`config.mk`:
```
export PLATFORM = sky130hd
export DESIGN_NAME = lcd_driver
export DESIGN_NICKNAME = d
export VERILOG_FILES = /design/src/rtl/lcd_pkg.sv /design/src/rtl/lcd_init_seq.sv /design/src/rtl/lcd_driver.sv
export SDC_FILE = /design/constraint.sdc
export NUM_CORES = 1
export LEC_CHECK = 0
export ABC_AREA = 1
export BUFFER_PORTS_ARGS = -buffer_cell sky130_fd_sc_hd__buf_2
export CORE_UTILIZATION = 35
export CTS_CLUSTER_DIAMETER = 100
export DETAILED_ROUTE_END_ITERATION = 8
export SYNTH_ARGS = -nofsm -noshare
export SYNTH_HDL_FRONTEND = slang
export SYNTH_HIERARCHICAL = 1
export SYNTH_SLANG_ARGS = --single-unit
```
`constraint.sdc`:
```
create_clock -name clk -period 2.2 [get_ports clk]
set_input_delay 0.33 -clock clk [delete_from_list [all_inputs] [get_ports clk]]
set_output_delay 0.33 -clock clk [all_outputs]
set_load 0.02 [all_outputs]
```
`src/rtl/lcd_pkg.sv`:
```
// Shared types and constants for the HD44780-style LCD timing engine:
// FSM states, default cycle counts, power-on init byte list, long-command test.
package lcd_pkg;

   typedef enum logic [2:0] {
      INIT_WAIT,
      INIT_ISSUE,
      IDLE,
      SETUP,
      PULSE,
      HOLD,
      WAIT
   } lcd_state_t;

   localparam int unsigned DEF_SETUP_CYC   = 2;
   localparam int unsigned DEF_PULSE_CYC   = 12;
   localparam int unsigned DEF_HOLD_CYC    = 2;
   localparam int unsigned DEF_EXEC_CYC    = 2000;
   localparam int unsigned DEF_LONG_CYC    = 82000;
   localparam int unsigned DEF_POWERUP_CYC = 750000;

   localparam int unsigned INIT_LEN = 6;
   // Entry 0 is issued first: 38 38 38 0C 01 06.
   localparam logic [INIT_LEN-1:0][7:0] INIT_BYTES =
      {8'h06, 8'h01, 8'h0C, 8'h38, 8'h38, 8'h38};

   // Clear display (0x01) and return home (0x02/0x03) need the long execution wait.
   function automatic logic is_long_cmd(input logic rs, input logic [7:0] data);
      return !rs && (data[7:2] == 6'd0) && (data[1:0] != 2'd0);
   endfunction

   function automatic int unsigned max_u(input int unsigned a, input int unsigned b);
      return (a > b) ? a : b;
   endfunction

endpackage

```
`src/rtl/lcd_init_seq.sv`:
```
// Power-on init byte sequencer: 3-bit index into the package byte ROM.
// Used by lcd_driver only when LCD_INIT_SEQ_EN is defined.
module lcd_init_seq
   import lcd_pkg::*;
(
   input  logic       clk,
   input  logic       rst,
   input  logic       next,
   output logic [7:0] cmd_byte,
   output logic       done
);

   logic [2:0] idx;

   assign done = (idx >= 3'(INIT_LEN));

   always_ff @(posedge clk) begin
      if (rst)
         idx <= '0;
      else if (next && !done)
         idx <= idx + 3'd1;
   end

   always_comb begin
      cmd_byte = '0;
      if (!done)
         cmd_byte = INIT_BYTES[idx];
   end

endmodule

```
`src/rtl/lcd_driver.sv`:
```
// HD44780 character-LCD timing engine: one byte per valid/ready handshake, paced
// through SETUP/PULSE/HOLD/WAIT. Define LCD_INIT_SEQ_EN for the built-in power-on init.
module lcd_driver
   import lcd_pkg::*;
#(
   parameter int unsigned SETUP_CYC   = DEF_SETUP_CYC,
   parameter int unsigned PULSE_CYC   = DEF_PULSE_CYC,
   parameter int unsigned HOLD_CYC    = DEF_HOLD_CYC,
   parameter int unsigned EXEC_CYC    = DEF_EXEC_CYC,
   parameter int unsigned LONG_CYC    = DEF_LONG_CYC,
   parameter int unsigned POWERUP_CYC = DEF_POWERUP_CYC
) (
   input  logic       clk,
   input  logic       rst,
   input  logic       cmd_valid,
   input  logic       cmd_rs,
   input  logic [7:0] cmd_data,
   output logic       cmd_ready,
   output logic       lcd_on,
   output logic       lcd_en,
   output logic       lcd_rs,
   output logic       lcd_rw,
   output logic [7:0] lcd_data
);

   localparam int unsigned MAX_CYC = max_u(max_u(max_u(SETUP_CYC, PULSE_CYC), max_u(HOLD_CYC, EXEC_CYC)),
                                           max_u(max_u(LONG_CYC, POWERUP_CYC), 2));
   localparam int unsigned CW = $clog2(MAX_CYC);

   lcd_state_t    state;
   logic [CW-1:0] cnt;
   logic          long_q;

   assign lcd_rw = 1'b0;

`ifdef LCD_INIT_SEQ_EN
   logic       init_next;
   logic [7:0] init_byte;
   logic       init_done;

   assign init_next = (state == INIT_ISSUE);

   lcd_init_seq u_init_seq (
      .clk      (clk),
      .rst      (rst),
      .next     (init_next),
      .cmd_byte (init_byte),
      .done     (init_done)
   );
`endif

   always_ff @(posedge clk) begin
      if (rst) begin
         state     <= INIT_WAIT;
`ifdef LCD_INIT_SEQ_EN
         // Entering INIT_WAIT is a state entry, so the power-up count is preloaded here.
         cnt       <= CW'(POWERUP_CYC - 1);
`else
         cnt       <= '0;
`endif
         long_q    <= 1'b0;
         cmd_ready <= 1'b0;
         lcd_on    <= 1'b0;
         lcd_en    <= 1'b0;
         lcd_rs    <= 1'b0;
         lcd_data  <= '0;
      end else begin
         lcd_on <= 1'b1;
         if (cnt != '0)
            cnt <= cnt - CW'(1);
         case (state)
            INIT_WAIT: begin
`ifdef LCD_INIT_SEQ_EN
               if (cnt == '0)
                  state <= INIT_ISSUE;
`else
               state     <= IDLE;
               cmd_ready <= 1'b1;
`endif
            end
            INIT_ISSUE: begin
`ifdef LCD_INIT_SEQ_EN
               lcd_rs   <= 1'b0;
               lcd_data <= init_byte;
               long_q   <= is_long_cmd(1'b0, init_byte);
               cnt      <= CW'(SETUP_CYC - 1);
               state    <= SETUP;
`else
               state    <= IDLE;
`endif
            end
            IDLE: begin
               if (cmd_valid) begin
                  lcd_rs    <= cmd_rs;
                  lcd_data  <= cmd_data;
                  long_q    <= is_long_cmd(cmd_rs, cmd_data);
                  cmd_ready <= 1'b0;
                  cnt       <= CW'(SETUP_CYC - 1);
                  state     <= SETUP;
               end
            end
            SETUP: begin
               if (cnt == '0) begin
                  lcd_en <= 1'b1;
                  cnt    <= CW'(PULSE_CYC - 1);
                  state  <= PULSE;
               end
            end
            PULSE: begin
               if (cnt == '0) begin
                  lcd_en <= 1'b0;
                  cnt    <= CW'(HOLD_CYC - 1);
                  state  <= HOLD;
               end
            end
            HOLD: begin
               if (cnt == '0) begin
                  cnt   <= long_q ? CW'(LONG_CYC - 1) : CW'(EXEC_CYC - 1);
                  state <= WAIT;
               end
            end
            WAIT: begin
               if (cnt == '0) begin
`ifdef LCD_INIT_SEQ_EN
                  if (!init_done) begin
                     state <= INIT_ISSUE;
                  end else begin
                     state     <= IDLE;
                     cmd_ready <= 1'b1;
                  end
`else
                  state     <= IDLE;
                  cmd_ready <= 1'b1;
`endif
               end
            end
            default: state <= INIT_WAIT;
         endcase
      end
   end

endmodule

```
# Word-level counts from Yosys, hierarchy flattened
# Cells that the tools add are included.
# totals
reg_bits	36
latch_bits	0
ram_bits	0
mem_bits_ro	0
output_inout_bits	13
memories	0
# classes
addsub	1
multipliers	0
n_div	0
n_lt_le_gt_ge	0
eq_ne	11
shifts	0
n_mux	19
bitwise_logic	0
reduce_logical	15
# ops
op	n
20-bit 2-to-1 mux	5
20-bit case mux with 4 select lines	1
20-bit logical NOT	1
20-bit nonzero test	1
20-bit by 1-bit subtractor with 20-bit output (second input constant)	1
3-bit case mux with 6 select lines	1
17-bit 2-to-1 mux	1
3-bit 2-to-1 mux	5
2-bit != test (second input constant)	5
3-bit equality test (second input constant)	3
3-bit by 2-bit equality test with 1-bit output (second input constant)	2
6-bit logical NOT	1
3-bit AND reduction	2
5-bit AND reduction	1
1-bit 2-to-1 mux	4
2-bit nonzero test	2
3-bit by 1-bit equality test with 1-bit output (second input constant)	1
3-bit logical NOT	1
1-bit case mux with 3 select lines	1
3-bit nonzero test	1
1-bit logical AND	2
1-bit case mux with 2 select lines	1
2-bit AND reduction	1
2-bit OR reduction	1
1-bit logical NOT	1

# Logic depth before layout (Yosys ltp)
# Gate-level depths: netlist of the first run.
# logic_depth
word_depth	4
ltp_mapped	12
ltp_nobuf	12

# Worst setup path after synthesis of the first run
# Ideal clock, no wire load.
# synth_timing
kind	reg2reg
start	register cnt[0]
end	register cnt[0]
setup_ns	0.075
t_arrival_ns	1.628
slack_ns	0.497
path_stages_with_launch	10
path_buffers	1
synth_period_minus_slack_ns	1.703
cell_sequence	dfxtp_1 -> inv_1 -> ha_1 -> nand2_1 -> nor2_1 -> nand3_4 -> buf_8 -> ha_1 -> or2_2 -> a31oi_1
# synth_via
elab_chain_len	4
# synth_rtl
item	line	rtl
start: declaration	lcd_driver.sv:31	logic [CW-1:0] cnt;
start signal: assignment	lcd_driver.sv:70	cnt <= cnt - CW'(1);
start signal: assignment	lcd_driver.sv:98	cnt <= CW'(SETUP_CYC - 1);
start signal: assignment	lcd_driver.sv:105	cnt <= CW'(PULSE_CYC - 1);
20-bit by 1-bit subtractor with 20-bit output or 20-bit nonzero test (tied branches)	lcd_driver.sv:70, lcd_driver.sv:69	
20-bit 2-to-1 mux	lcd_driver.sv:69	if (cnt != '0)
20-bit 2-to-1 mux, on equally long branches	n/a	
20-bit case mux with 4 select lines *	lcd_driver.sv:71	case (state)
# Mark *: on every way between the ends. The rest lies on a longest branch, timed or not.
# A chain may end at the register's enable or synchronous reset.

# Final worst setup path of the first run
# Same ends and word-level chain as after synthesis.

==> reports/results.ini, run 1 <==
[cts]
cts_inserted_buffers = 5
cts_setup_buffers = 0
h_tree_depth = 2
holdBufCountCts = 0
insertion_delay_ps = 300
cts-resized-gates = 0
clk_root_buffer_cell = sky130_fd_sc_hd__clkbuf_8
tritoncts = yes
clock-sinks = 36
clkSlewWorstSetupHoldPaths_ps = 80
ctsLongestPathBuffers = 2

[routing]
vias = 1873
route.antenna.remaining_nets = 0
post-route-drc-count = 0
avgRoutedWirePerCell_um = 11.5
drt_iter0_markers = 84
wirelength_um = 4610
detail_route.first_pass.iterations = 4
route.detailed.vias_per_inst = 4.68

[floorplan]
boundaryPins = 25
floorplan.initialDensity = 0.364
fp.dieArea_um2 = 6070
floorplan.die.width_um = 77.9
floorplan.core_area_um2 = 5540
floorplan.rows = 27
die-height_um = 77.9

[yosys]
ys_top_cells_by_area = sky130_fd_sc_hd__dfxtp_1 36%, sky130_fd_sc_hd__nand2_1 12%, sky130_fd_sc_hd__nor2_1 11%
synthFlopType = sky130_fd_sc_hd__dfxtp_1
ys_top_cells_by_count = 66 x sky130_fd_sc_hd__nand2_1, 61 x sky130_fd_sc_hd__nor2_1, 36 x sky130_fd_sc_hd__dfxtp_1
synth-xor-area-share = 0.0391
synth_nets = 316
synth_mux_area_frac = 0
synth_enable_flop_cells = 0
synth-seq-cells = 36
synthDominantCellAreaShare = 0.357
post_synth_instance_area_um2 = 2020
share_of_synthesized_cell_area_in_full_adder_half_adder_and_majority_cells = 0.0186
synth_top_family_by_area = simple AND/OR/NAND/NOR gates
netlist_instances = 301
netlist-cell-type-count = 38
synth_largest_area_cell = sky130_fd_sc_hd__dfxtp_1
async_set_or_reset_flop_fraction_in_the_synthesized_netlist = 0
yosys.area_share.simple = 0.393
yosysWarnings = 6
post_synth.cell_area_avg_um2 = 6.70
synth-compound-area-share = 0.105
proportion_of_synthesized_chip_area_in_sequential_cells = 0.357
yosysMostFrequentCell = sky130_fd_sc_hd__nand2_1

[layout]
nets = 342
layout-drive-gt1-share = 0.149
filler_cell_count = 612
multiInputGateArea_um2 = 1120
stdcell_area_um2 = 2300
antenna-diode-count = 0
layout.area.seq_um2 = 721
area_growth_pct = 14.2
post_layout_nonfiller_instances = 400

[global_routing]
met1_routing_resource_usage_after_global_routing = 0.216
global_route_wire_length_before_repair_um = 8110
met2_usage = 0.288
grt_start_max_net_pins = 18
grt.overflow.total = 0
groute.usage.overall = 0.172
global_route.usage.met3 = 0.0482
most_used_routing_layer_in_global_routing = met2
number_of_antenna_violations_at_the_first_check_in_global_routing = 0
first_global_vias = 1771

[power]
vdd_drop_max_uv = 552
seqPwrFrac = 0.260
share_clk_of_total_power = 0.146
netSwitchingPower_mw = 2.02
switching_share = 0.494
share_comb_of_total_power = 0.594
cellInternalPower_mw = 2.06
power.leakage_nw = 1.12
powerDensity_nw_per_um2 = 1770

[setup_path]
reg2reg_to = cnt[0]
reg2reg_slack_ps = 370
reg2reg_from = cnt[0]
cp_max_fo = 17
setup.worst_path.start_class = flip-flop
reg2regPathDepth = 8
critical_path_required_ps = 2420
path_class = reg -> reg
crit_arrival_ps = 2050
worst_setup_path_end_kind = flip-flop

[flow_run]
max-cap-violations = 0

[hold_path]
hold_class = in -> reg
timing.hold.worst.start = cmd_data[3]
min_path_cells = 3
terminating_pin_of_the_worst_hold_path = lcd_data[3]

[placement]
place.detailed.instances = 392
place_area_um2 = 2190
dp_hpwl_um = 3590
gp_routability_congestion = 0.829
port-buffer-count = 23

[sta]
number_of_failing_hold_endpoints_at_the_final_stage = 0
layout_worst_path_cycle_share = 0.831
period_minus_slack_ps = 1830
timing.final.setup_violations = 0
grt_setup_unrepaired = false
post_route_clock_skew_ps = 4.58
final.setup.tns_ps = 0
fmaxAchievable_ghz = 0.547
drv_slew = 0

[outcome]
result_of_the_run = completed

## critical path, stage by stage, from the launching register on
cell and delay [ps]:
sky130_fd_sc_hd__dfxtp_1 360, sky130_fd_sc_hd__inv_1 90, sky130_fd_sc_hd__ha_1 160, sky130_fd_sc_hd__nand2_1 50
sky130_fd_sc_hd__nor2_1 180, sky130_fd_sc_hd__nand3_4 240, sky130_fd_sc_hd__ha_1 260, sky130_fd_sc_hd__or2_2 290
sky130_fd_sc_hd__a31oi_1 130
## worst max-delay path by stage
| stage | startpoint | endpoint | slack [ps] | depth (start not counted) |
|---|---|---|---|---|
| final | cnt[0] | cnt[0] | 370 | 8 |
| after global routing | cnt[0] | cnt[2] | 190 | 11 |
| after CTS | cnt[0] | cnt[0] | 350 | 8 |
| after detailed placement | cnt[0] | cnt[0] | 370 | 8 |
| after global placement | cnt[0] | cnt[2] | 380 | 11 |
| after floorplan | cnt[0] | cnt[0] | 500 | 9 |
## layout by cell type (no fill, tap or decap), types with 2 or more instances in the layout
cell / instances
sky130_fd_sc_hd__xnor2_1: 2
sky130_fd_sc_hd__nor4_1: 2
sky130_fd_sc_hd__ha_1: 3
sky130_fd_sc_hd__o21ai_0: 12
sky130_fd_sc_hd__nand2_1: 66
sky130_fd_sc_hd__dfxtp_1: 36
sky130_fd_sc_hd__buf_2: 23
sky130_fd_sc_hd__o31ai_1: 2
sky130_fd_sc_hd__a21oi_1: 11
sky130_fd_sc_hd__nor2_2: 4
sky130_fd_sc_hd__nand3_1: 22
sky130_fd_sc_hd__inv_1: 35
sky130_fd_sc_hd__nor3_1: 7
sky130_fd_sc_hd__xor2_1: 7
sky130_fd_sc_hd__nor2_1: 61
sky130_fd_sc_hd__nand3b_1: 2
sky130_fd_sc_hd__clkbuf_8: 5
sky130_fd_sc_hd__o21ai_1: 2
sky130_fd_sc_hd__nor2_4: 4
## state kept, by name, indices dropped and copies added, names as in the netlist
register / count
lcd_on: 1
long_q: 1
state: 3
lcd_en: 1
lcd_rs: 1
lcd_data: 8
cmd_ready: 1
cnt: 20
## area by class of cell
cell class,count,share of cell area
tap,72,0.0391
inverter,36,0.0586
timing repair buffer,24,0.0532
clock inverter,3,0.0185
clock buffer,5,0.0299
sequential,36,0.313
multi-input combinational,224,0.488
## power by group through the flow
stage          Clock, mW  Sequential [mW]  Combinational (mW)
6_report           0.595             1.06                2.42
3_5_place_dp           0             1.07                2.42
3_3_place_gp           0             1.07                2.41
2_1_floorplan          0             1.09                1.95
5_1_grt            0.650             1.09                2.79
4_1_cts            0.610             1.06                2.43
## through the flow
| step | worst slack (ps) | power, mW | hold WS (ps) | utilization |
|---|---|---|---|---|
| 5_1_grt | 194 | 4.53 | 267 | 0.416 |
| 4_1_cts | 351 | 4.10 | 276 | 0.416 |
| 3_5_place_dp | 368 | 3.49 | 445 | 0.396 |
| 3_3_place_gp | 385 | 3.48 | 436 | 0.396 |
| 6_report | 372 | 4.08 | 277 | 0.416 |
| 2_1_floorplan | 497 | 3.04 | 477 | - |
## metal layers
metal / vias to the layer above / share of wire
met4: 0 / 0.0091
met3: 5 / 0.045
met5: - / 0
li1: 1007 / -
met2: 35 / 0.45
met1: 826 / 0.50
## kinds of logic (layout without fill, tap and decap cells)
group           count (synthesis)  in the layout
buf+inv                        41             68
xor+xnor                        9              9
other cells                     1              1
flops                          36             36
fa+ha+maj                       3              3
simple gates                  175            175
compound gates                 36             36
(Power assumes the default switching activity.)
==> run 2: changes to the inputs <==
--- a/config.mk
+++ b/config.mk
@@ -5,7 +5,7 @@
 export SDC_FILE = /design/constraint.sdc
 export NUM_CORES = 1
 export LEC_CHECK = 0
-export ABC_AREA = 1
+export ABC_AREA = 0
 export BUFFER_PORTS_ARGS = -buffer_cell sky130_fd_sc_hd__buf_2
 export CORE_UTILIZATION = 35
 export CTS_CLUSTER_DIAMETER = 100
==> constraint.sdc (replaced) <==
create_clock -name clk -period 1.85 [get_ports clk]
set_input_delay 0.2775 -clock clk [delete_from_list [all_inputs] [get_ports clk]]
set_output_delay 0.2775 -clock clk [all_outputs]
set_load 0.02 [all_outputs]
==> run 2 against run 1 <==
Net effect: combinational power grew 3%; core utilization increased by 7.5 points; maximum frequency is 0.29% higher; via count rose by 0.21%; wire length rose by 8.8%; power increased by 12%; clock skew is essentially flat; register-to-register slack got worse by 340 ps; synthesized cell count fell by 22%; final cell count fell by 12%; largest power group unchanged.
==> reports/results.ini, run 2 <==
[sta]
period_minus_slack_ps = 1820  ; -5.31 ps
layout_worst_path_cycle_share = 0.985  ; +0.154
grt_setup_unrepaired = true
post_route_clock_skew_ps = 4.86  ; +0.274 ps
number_of_failing_hold_endpoints_at_the_final_stage = 0  ; unchanged
fmaxAchievable_ghz = 0.549  ; +0.29%
timing.final.setup_violations = 0  ; unchanged
drv_slew = 0  ; unchanged

[routing]
vias = 1877  ; +0.21%
detail_route.first_pass.iterations = 4  ; unchanged
wirelength_um = 5020  ; +8.8%
route.detailed.vias_per_inst = 5.33  ; +14%
route.antenna.remaining_nets = 0  ; unchanged
avgRoutedWirePerCell_um = 14.2  ; +24%
post-route-drc-count = 0  ; unchanged
drt_iter0_markers = 79  ; -6.0%

[yosys]
netlist_instances = 235  ; -22%
synth_nets = 250  ; -21%
yosysMostFrequentCell = sky130_fd_sc_hd__dfxtp_1
async_set_or_reset_flop_fraction_in_the_synthesized_netlist = 0  ; unchanged
post_synth.cell_area_avg_um2 = 8.32  ; +24%
ys_top_cells_by_count = 36 x sky130_fd_sc_hd__dfxtp_1, 32 x sky130_fd_sc_hd__nand2_1, 19 x sky130_fd_sc_hd__a21oi_1, 19 x sky130_fd_sc_hd__nor2_1, 11 x sky130_fd_sc_hd__clkbuf_1
yosysWarnings = 6  ; unchanged
synthDominantCellAreaShare = 0.369  ; +0.0117
post_synth_instance_area_um2 = 1950  ; -3.2%
ys_top_cells_by_area = sky130_fd_sc_hd__dfxtp_1 37%, sky130_fd_sc_hd__nand2_1 6.1%, sky130_fd_sc_hd__a21oi_1 4.9%
synth-seq-cells = 36  ; unchanged
synth_largest_area_cell = sky130_fd_sc_hd__dfxtp_1
proportion_of_synthesized_chip_area_in_sequential_cells = 0.369  ; +0.0117
synth_enable_flop_cells = 0  ; unchanged
synthFlopType = sky130_fd_sc_hd__dfxtp_1
netlist-cell-type-count = 53  ; +39%

[layout]
layout_commonest_cell = sky130_fd_sc_hd__dfxtp_1
largest_registers = cnt (20), lcd_data (8), state (3)
layout.cells.most_common_list = 33 x sky130_fd_sc_hd__dfxtp_1, 32 x sky130_fd_sc_hd__nand2_1, 32 x sky130_fd_sc_hd__buf_4, 23 x sky130_fd_sc_hd__buf_2, 19 x sky130_fd_sc_hd__a21oi_1
largest_register_ffs = 20  ; unchanged
post_layout_nonfiller_instances = 352  ; -12%
layout-drive-gt1-share = 0.330  ; +0.180
nets = 296  ; -13%
largest-register = cnt
stdcell_area_um2 = 2570  ; +12%
antenna-diode-count = 0  ; unchanged
area_growth_pct = 31.5

[cts]
insertion_delay_ps = 290  ; about the same
h_tree_depth = 2  ; unchanged
clock-sinks = 36  ; unchanged
holdBufCountCts = 0  ; unchanged
clkSlewWorstSetupHoldPaths_ps = 70  ; about the same
cts_inserted_buffers = 5  ; unchanged
ctsLongestPathBuffers = 2  ; unchanged
tritoncts = yes
clk_root_buffer_cell = sky130_fd_sc_hd__clkbuf_8

[setup_path]
worst_path_max_delay_cell = sky130_fd_sc_hd__or4_1
worst_setup_path_end_kind = flip-flop
critical_path_required_ps = 2030  ; -390 ps
cp_top_family = simple AND/OR/NAND/NOR gates
cp_cell_sequence = or4_1, or2_4, nor4b_4, xnor2_1, nor2_2
crit_arrival_ps = 2000  ; -50 ps
setup.worst_path.start_class = flip-flop
path_class = reg -> reg
crit_path_max_incr_delay_ps = 570  ; +210 ps
cp_num_buf_inv = 0  ; -1
cp_max_fo = 5  ; -12

[power]
powerDensity_nw_per_um2 = 1770  ; +0.27%
vdd_drop_max_uv = 622  ; +13%
power.leakage_nw = 1.03  ; -8.1%

[global_routing]
grt_start_max_net_pins = 17  ; -1
global_route_wire_length_before_repair_um = 8510  ; +4.8%
groute.usage.overall = 0.182  ; +0.0103
number_of_antenna_violations_at_the_first_check_in_global_routing = 0  ; unchanged
grt.overflow.total = 0  ; unchanged
first_global_vias = 1835  ; +3.6%

[floorplan]
boundaryPins = 25  ; unchanged
fp.dieArea_um2 = 5890  ; -3.1%
floorplan.die.width_um = 76.7  ; -1.6%
floorplan.core_area_um2 = 5240  ; -5.5%
floorplan.initialDensity = 0.373  ; +0.00888
floorplan.rows = 26  ; -3.7%
die-height_um = 76.7  ; -1.6%

[placement]
place.detailed.instances = 342  ; -13%
dp_hpwl_um = 3680  ; +2.6%
place_area_um2 = 2340  ; +6.5%
port-buffer-count = 23  ; unchanged
gp_routability_congestion = 0.832  ; +0.25%

[outcome]
result_of_the_run = completed

[flow_run]
max-cap-violations = 0  ; unchanged

[hold_path]
hold_class = in -> reg

==> run 2: cell count changes in the layout (fill, tap and decap cells not counted), sizes merged, moves of 4 or more <==
cell    previous run  this run
nor4               2         8
xnor2              2         6
nand2             68        33
nor2b              0         5
a21oi             12        19
o21ai             15         7
inv               36         8
a311oi             0         4
nor2              69        22
nand3             23         8
a211oi             0         6
a31oi              1         5
buf               24        55
==> run 2: per-stage QoR <==
step	total power [mW]	utilization	hold slack [ps]	TNS (ps)	worst slack, ps
3_5_place_dp	3.41	0.446	444	0	18.0
4_1_cts	4.40	0.477	217	0	11.4
3_3_place_gp	3.40	0.446	440	0	13.9
5_1_grt	4.88	0.491	228	-162	-65.2
6_report	4.56	0.491	222	0	27.7
2_1_floorplan	2.70	-	414	-144	-144
==> run 2: final cells by class <==
type                       count  area (µm²)
fill                         526        2670
multi-input combinational    175        1210
sequential                    36         724
timing repair buffer          55         355
clock inverter                 3        90.1
tap                           70        87.6
clock buffer                   5        68.8
inverter                       8        32.5
==> run 2: timing repair <==
| item | CTS | global route |
|---|---|---|
| resized for setup | 1 | 14 |
| endpoints found under the setup margin | 1 | 15 |
| pin swaps | 0 | 5 |
| setup buffers | 0 | 2 |
| hold endpoints to repair | 0 | 0 |
==> run 2: worst paths after layout <==
path / cells after the start / slack [ps] / startpoint / end
setup / recovery: 5 / 30 / cnt[5] / cnt[15]
hold / removal: 3 / 220 / cmd_data[5] / lcd_data[5]
setup reg to reg: 5 / 30 / cnt[5] / cnt[15]
hold reg to reg: 2 / 450 / lcd_data[0] / lcd_data[0]
==> run 2: kinds of logic after synthesis <==
group | count (synthesis) | synth area share
other cells | 1 | 0.00192
fa+ha+maj | 3 | 0.0192
compound gates | 57 | 0.197
simple gates | 103 | 0.307
flops | 36 | 0.369
xor+xnor | 11 | 0.0493
buf+inv | 24 | 0.0570
==> run 2: worst register-to-register path: stages, from the launching register on <==
cell and delay, ps:
sky130_fd_sc_hd__dfxtp_1 380, sky130_fd_sc_hd__or4_1 570, sky130_fd_sc_hd__or2_4 280, sky130_fd_sc_hd__nor4b_4 270
sky130_fd_sc_hd__xnor2_1 160, sky130_fd_sc_hd__nor2_2 40
==> run 2: per-layer routing <==
metal  share of wire  global-route usage  up-vias
met2            0.45               0.288       50
met4           0.021              0.0846        0
met1            0.48               0.235      884
met5               0                   0        -
met3           0.045              0.0393       13
li1                -                   -      930
==> run 2: power breakdown <==
group,leakage (nW),switching [mW],internal [mW]
Clock,0.0784,0.294,0.674
Sequential,0.296,0.155,0.938
Combinational,0.651,1.33,1.17
Total,1.03,1.78,2.78
==> run 3: changes to the inputs <==
--- a/config.mk
+++ b/config.mk
@@ -7,7 +7,7 @@
 export LEC_CHECK = 0
 export ABC_AREA = 0
 export BUFFER_PORTS_ARGS = -buffer_cell sky130_fd_sc_hd__buf_2
-export CORE_UTILIZATION = 35
+export CORE_UTILIZATION = 39
 export CTS_CLUSTER_DIAMETER = 100
 export DETAILED_ROUTE_END_ITERATION = 8
 export SYNTH_ARGS = -nofsm -noshare
==> run 3 against run 2 <==
Net effect: hold slack improved by 9.0 ps; power down 2.2%; global-route usage is 1.8 points higher; sequential power about the same; clock skew rose by 2.3 ps; die area is 10% lower; first-iteration DRC count rose by 24%; sequential cell count is the same; count of clock-buffer cells in the layout increased by 3; critical path depth up 1; maximum frequency increased by 0.81%; critical path type unchanged; largest power group unchanged.
==> reports/results.ini, run 3 (same netlist as run 2, synthesis figures left out) <==
[sta]
layout_setup_ws_ps = 42.3  ; +14.6 ps
drv_slew = 0  ; unchanged
fmaxAchievable_ghz = 0.553  ; +0.81%
post_route_clock_skew_ps = 7.13  ; +2.27 ps
grt_setup_unrepaired = true
period_minus_slack_ps = 1810  ; -14.6 ps
layout_worst_path_cycle_share = 0.977  ; -0.00788
timing.final.setup_violations = 0  ; unchanged
number_of_failing_hold_endpoints_at_the_final_stage = 0  ; unchanged

[global_routing]
global_route.usage.met3 = 0.0373  ; -0.00199
groute.usage.overall = 0.200  ; +0.0177
most_used_routing_layer_in_global_routing = met2
number_of_antenna_violations_at_the_first_check_in_global_routing = 0  ; unchanged
global_route_wire_length_before_repair_um = 7910  ; -7.1%
grt_start_max_net_pins = 17  ; unchanged
grt.overflow.total = 0  ; unchanged
met2_usage = 0.315  ; +0.0262
first_global_vias = 1689  ; -8.0%
met1_routing_resource_usage_after_global_routing = 0.269  ; +0.0349

[setup_path]
reg2reg_from = cnt[0]
worst_path_max_delay_cell = sky130_fd_sc_hd__or4_4
path_class = reg -> reg
crit_arrival_ps = 1990  ; about the same
setup.worst_path.start_class = flip-flop
reg2regPathDepth = 6  ; +1
worst_setup_path_end_kind = flip-flop
critical_path_required_ps = 2030  ; about the same
cp_max_fo = 5  ; unchanged
reg2reg_to = cnt[15]
crit_path_max_incr_delay_ps = 460  ; -110 ps
cp_cell_sequence = buf_4, or4_4, or2_4, nor4b_4, xnor2_1, nor2_2
reg2reg_slack_ps = 40  ; about the same

[layout]
nets = 298  ; +0.68%
antenna-diode-count = 0  ; unchanged
layout.cells.most_common_list = 33 x sky130_fd_sc_hd__buf_4, 32 x sky130_fd_sc_hd__nand2_1, 30 x sky130_fd_sc_hd__dfxtp_1, 23 x sky130_fd_sc_hd__buf_2, 18 x sky130_fd_sc_hd__a21oi_1
largest_registers = cnt (20), lcd_data (8), state (3)
post_layout_nonfiller_instances = 351  ; -0.28%
layout_commonest_cell = sky130_fd_sc_hd__buf_4
largest-register = cnt
finalCoreUtilization = 0.536  ; +0.0455
stdcell_area_um2 = 2570  ; -0.15%
area_growth_pct = 31.3
layout-drive-gt1-share = 0.359  ; +0.0294
largest_register_ffs = 20  ; unchanged

[floorplan]
boundaryPins = 25  ; unchanged
die-height_um = 72.8  ; -5.1%
fp.dieArea_um2 = 5300  ; -10%
floorplan.core_area_um2 = 4790  ; -8.6%
floorplan.initialDensity = 0.408  ; +0.0352
floorplan.rows = 25  ; -3.8%
floorplan.die.width_um = 72.8  ; -5.1%

[cts]
insertion_delay_ps = 290  ; about the same
holdBufCountCts = 0  ; unchanged
clkSlewWorstSetupHoldPaths_ps = 70  ; about the same
ctsLongestPathBuffers = 2  ; unchanged
h_tree_depth = 2  ; unchanged
clock-sinks = 36  ; unchanged
cts_inserted_buffers = 5  ; unchanged
clk_root_buffer_cell = sky130_fd_sc_hd__clkbuf_8
tritoncts = yes

[power]
share_comb_of_total_power = 0.622  ; +0.074
powerDensity_nw_per_um2 = 1740  ; -2.1%
power.leakage_nw = 1.01  ; -1.4%
share_clk_of_total_power = 0.130  ; -0.082
vdd_drop_max_uv = 663  ; +6.7%
switching_share = 0.418  ; +0.0273
cellInternalPower_mw = 2.59  ; -6.6%
netSwitchingPower_mw = 1.86  ; +4.6%
seqPwrFrac = 0.248  ; +0.008

[hold_path]
timing.hold.worst.start = cmd_data[4]
terminating_pin_of_the_worst_hold_path = lcd_data[4]
min_path_cells = 3  ; unchanged
hold_class = in -> reg

[placement]
port-buffer-count = 23  ; unchanged
dp_hpwl_um = 3720  ; +1.1%
place_area_um2 = 2350  ; +0.70%
dp_slack_ps = -74.1  ; -92.0 ps
place.detailed.instances = 340  ; -0.58%
gp_routability_congestion = 0.800  ; -3.7%

[routing]
detail_route.first_pass.iterations = 4  ; unchanged
avgRoutedWirePerCell_um = 14.2  ; about the same
drt_iter0_markers = 98  ; +24%
vias = 1854  ; -1.2%
route.antenna.remaining_nets = 0  ; unchanged
route.detailed.vias_per_inst = 5.28  ; -0.94%
post-route-drc-count = 0  ; unchanged
wirelength_um = 5000  ; -0.36%

[outcome]
result_of_the_run = completed

[flow_run]
max-cap-violations = 0  ; unchanged

==> run 3: per-layer routing <==
metal	vias to the layer above	wire, µm
met5	-	0
met1	865	2390
met3	8	166
met4	0	76
li1	940	-
met2	41	2360
==> run 3: how the worst max path moves through the flow <==
stage / start / to / depth (start not counted)
floorplan: cnt[2] / cnt[0] / 11
global placement: cnt[16] / cnt[12] / 6
detailed placement: cnt[16] / cnt[5] / 6
CTS: cnt[7] / cnt[0] / 9
global route: cnt[11] / cnt[0] / 9
finish: cnt[0] / cnt[15] / 6
==> run 3: metrics by stage <==
step	hold WS [ps]	total power, mW	setup TNS, ps
2_1_floorplan	414	2.70	-144
3_3_place_gp	440	3.50	-299
3_5_place_dp	446	3.53	-447
4_1_cts	225	4.13	0
5_1_grt	236	4.74	-69.7
6_report	231	4.46	0
==> run 3: worst max-delay path, delay by kind of cell (launching register included) <==
| family | cells | cell delay, ps |
|---|---|---|
| simple gates | 4 | 1060 |
| buf+inv | 1 | 150 |
| flops | 1 | 320 |
| xor+xnor | 1 | 160 |
==> run 3: area by class of cell <==
class | count | area [µm²]
Clock buffer | 8 | 90.1
Multi-Input combinational cell | 175 | 1250
Sequential cell | 36 | 731
Timing Repair Buffer | 57 | 383
Tap cell | 67 | 83.8
Inverter | 8 | 32.5
Fill cell | 472 | 2220
==> run 3: timing repair <==
item / CTS / global route
pin swaps: 0 / 9
resized for setup: 2 / 25
setup buffers: 0 / 3
endpoints found under the setup margin: 11 / 12
==> run 3: power groups by stage <==
| stage | registers (mW) | clock network (mW) | logic, mW |
|---|---|---|---|
| after floorplan | 1.12 | 0 | 1.58 |
| after global placement | 1.09 | 0 | 2.41 |
| after detailed placement | 1.09 | 0 | 2.44 |
| after CTS | 1.07 | 0.597 | 2.46 |
| after global routing | 1.12 | 0.626 | 2.99 |
| final | 1.10 | 0.581 | 2.77 |
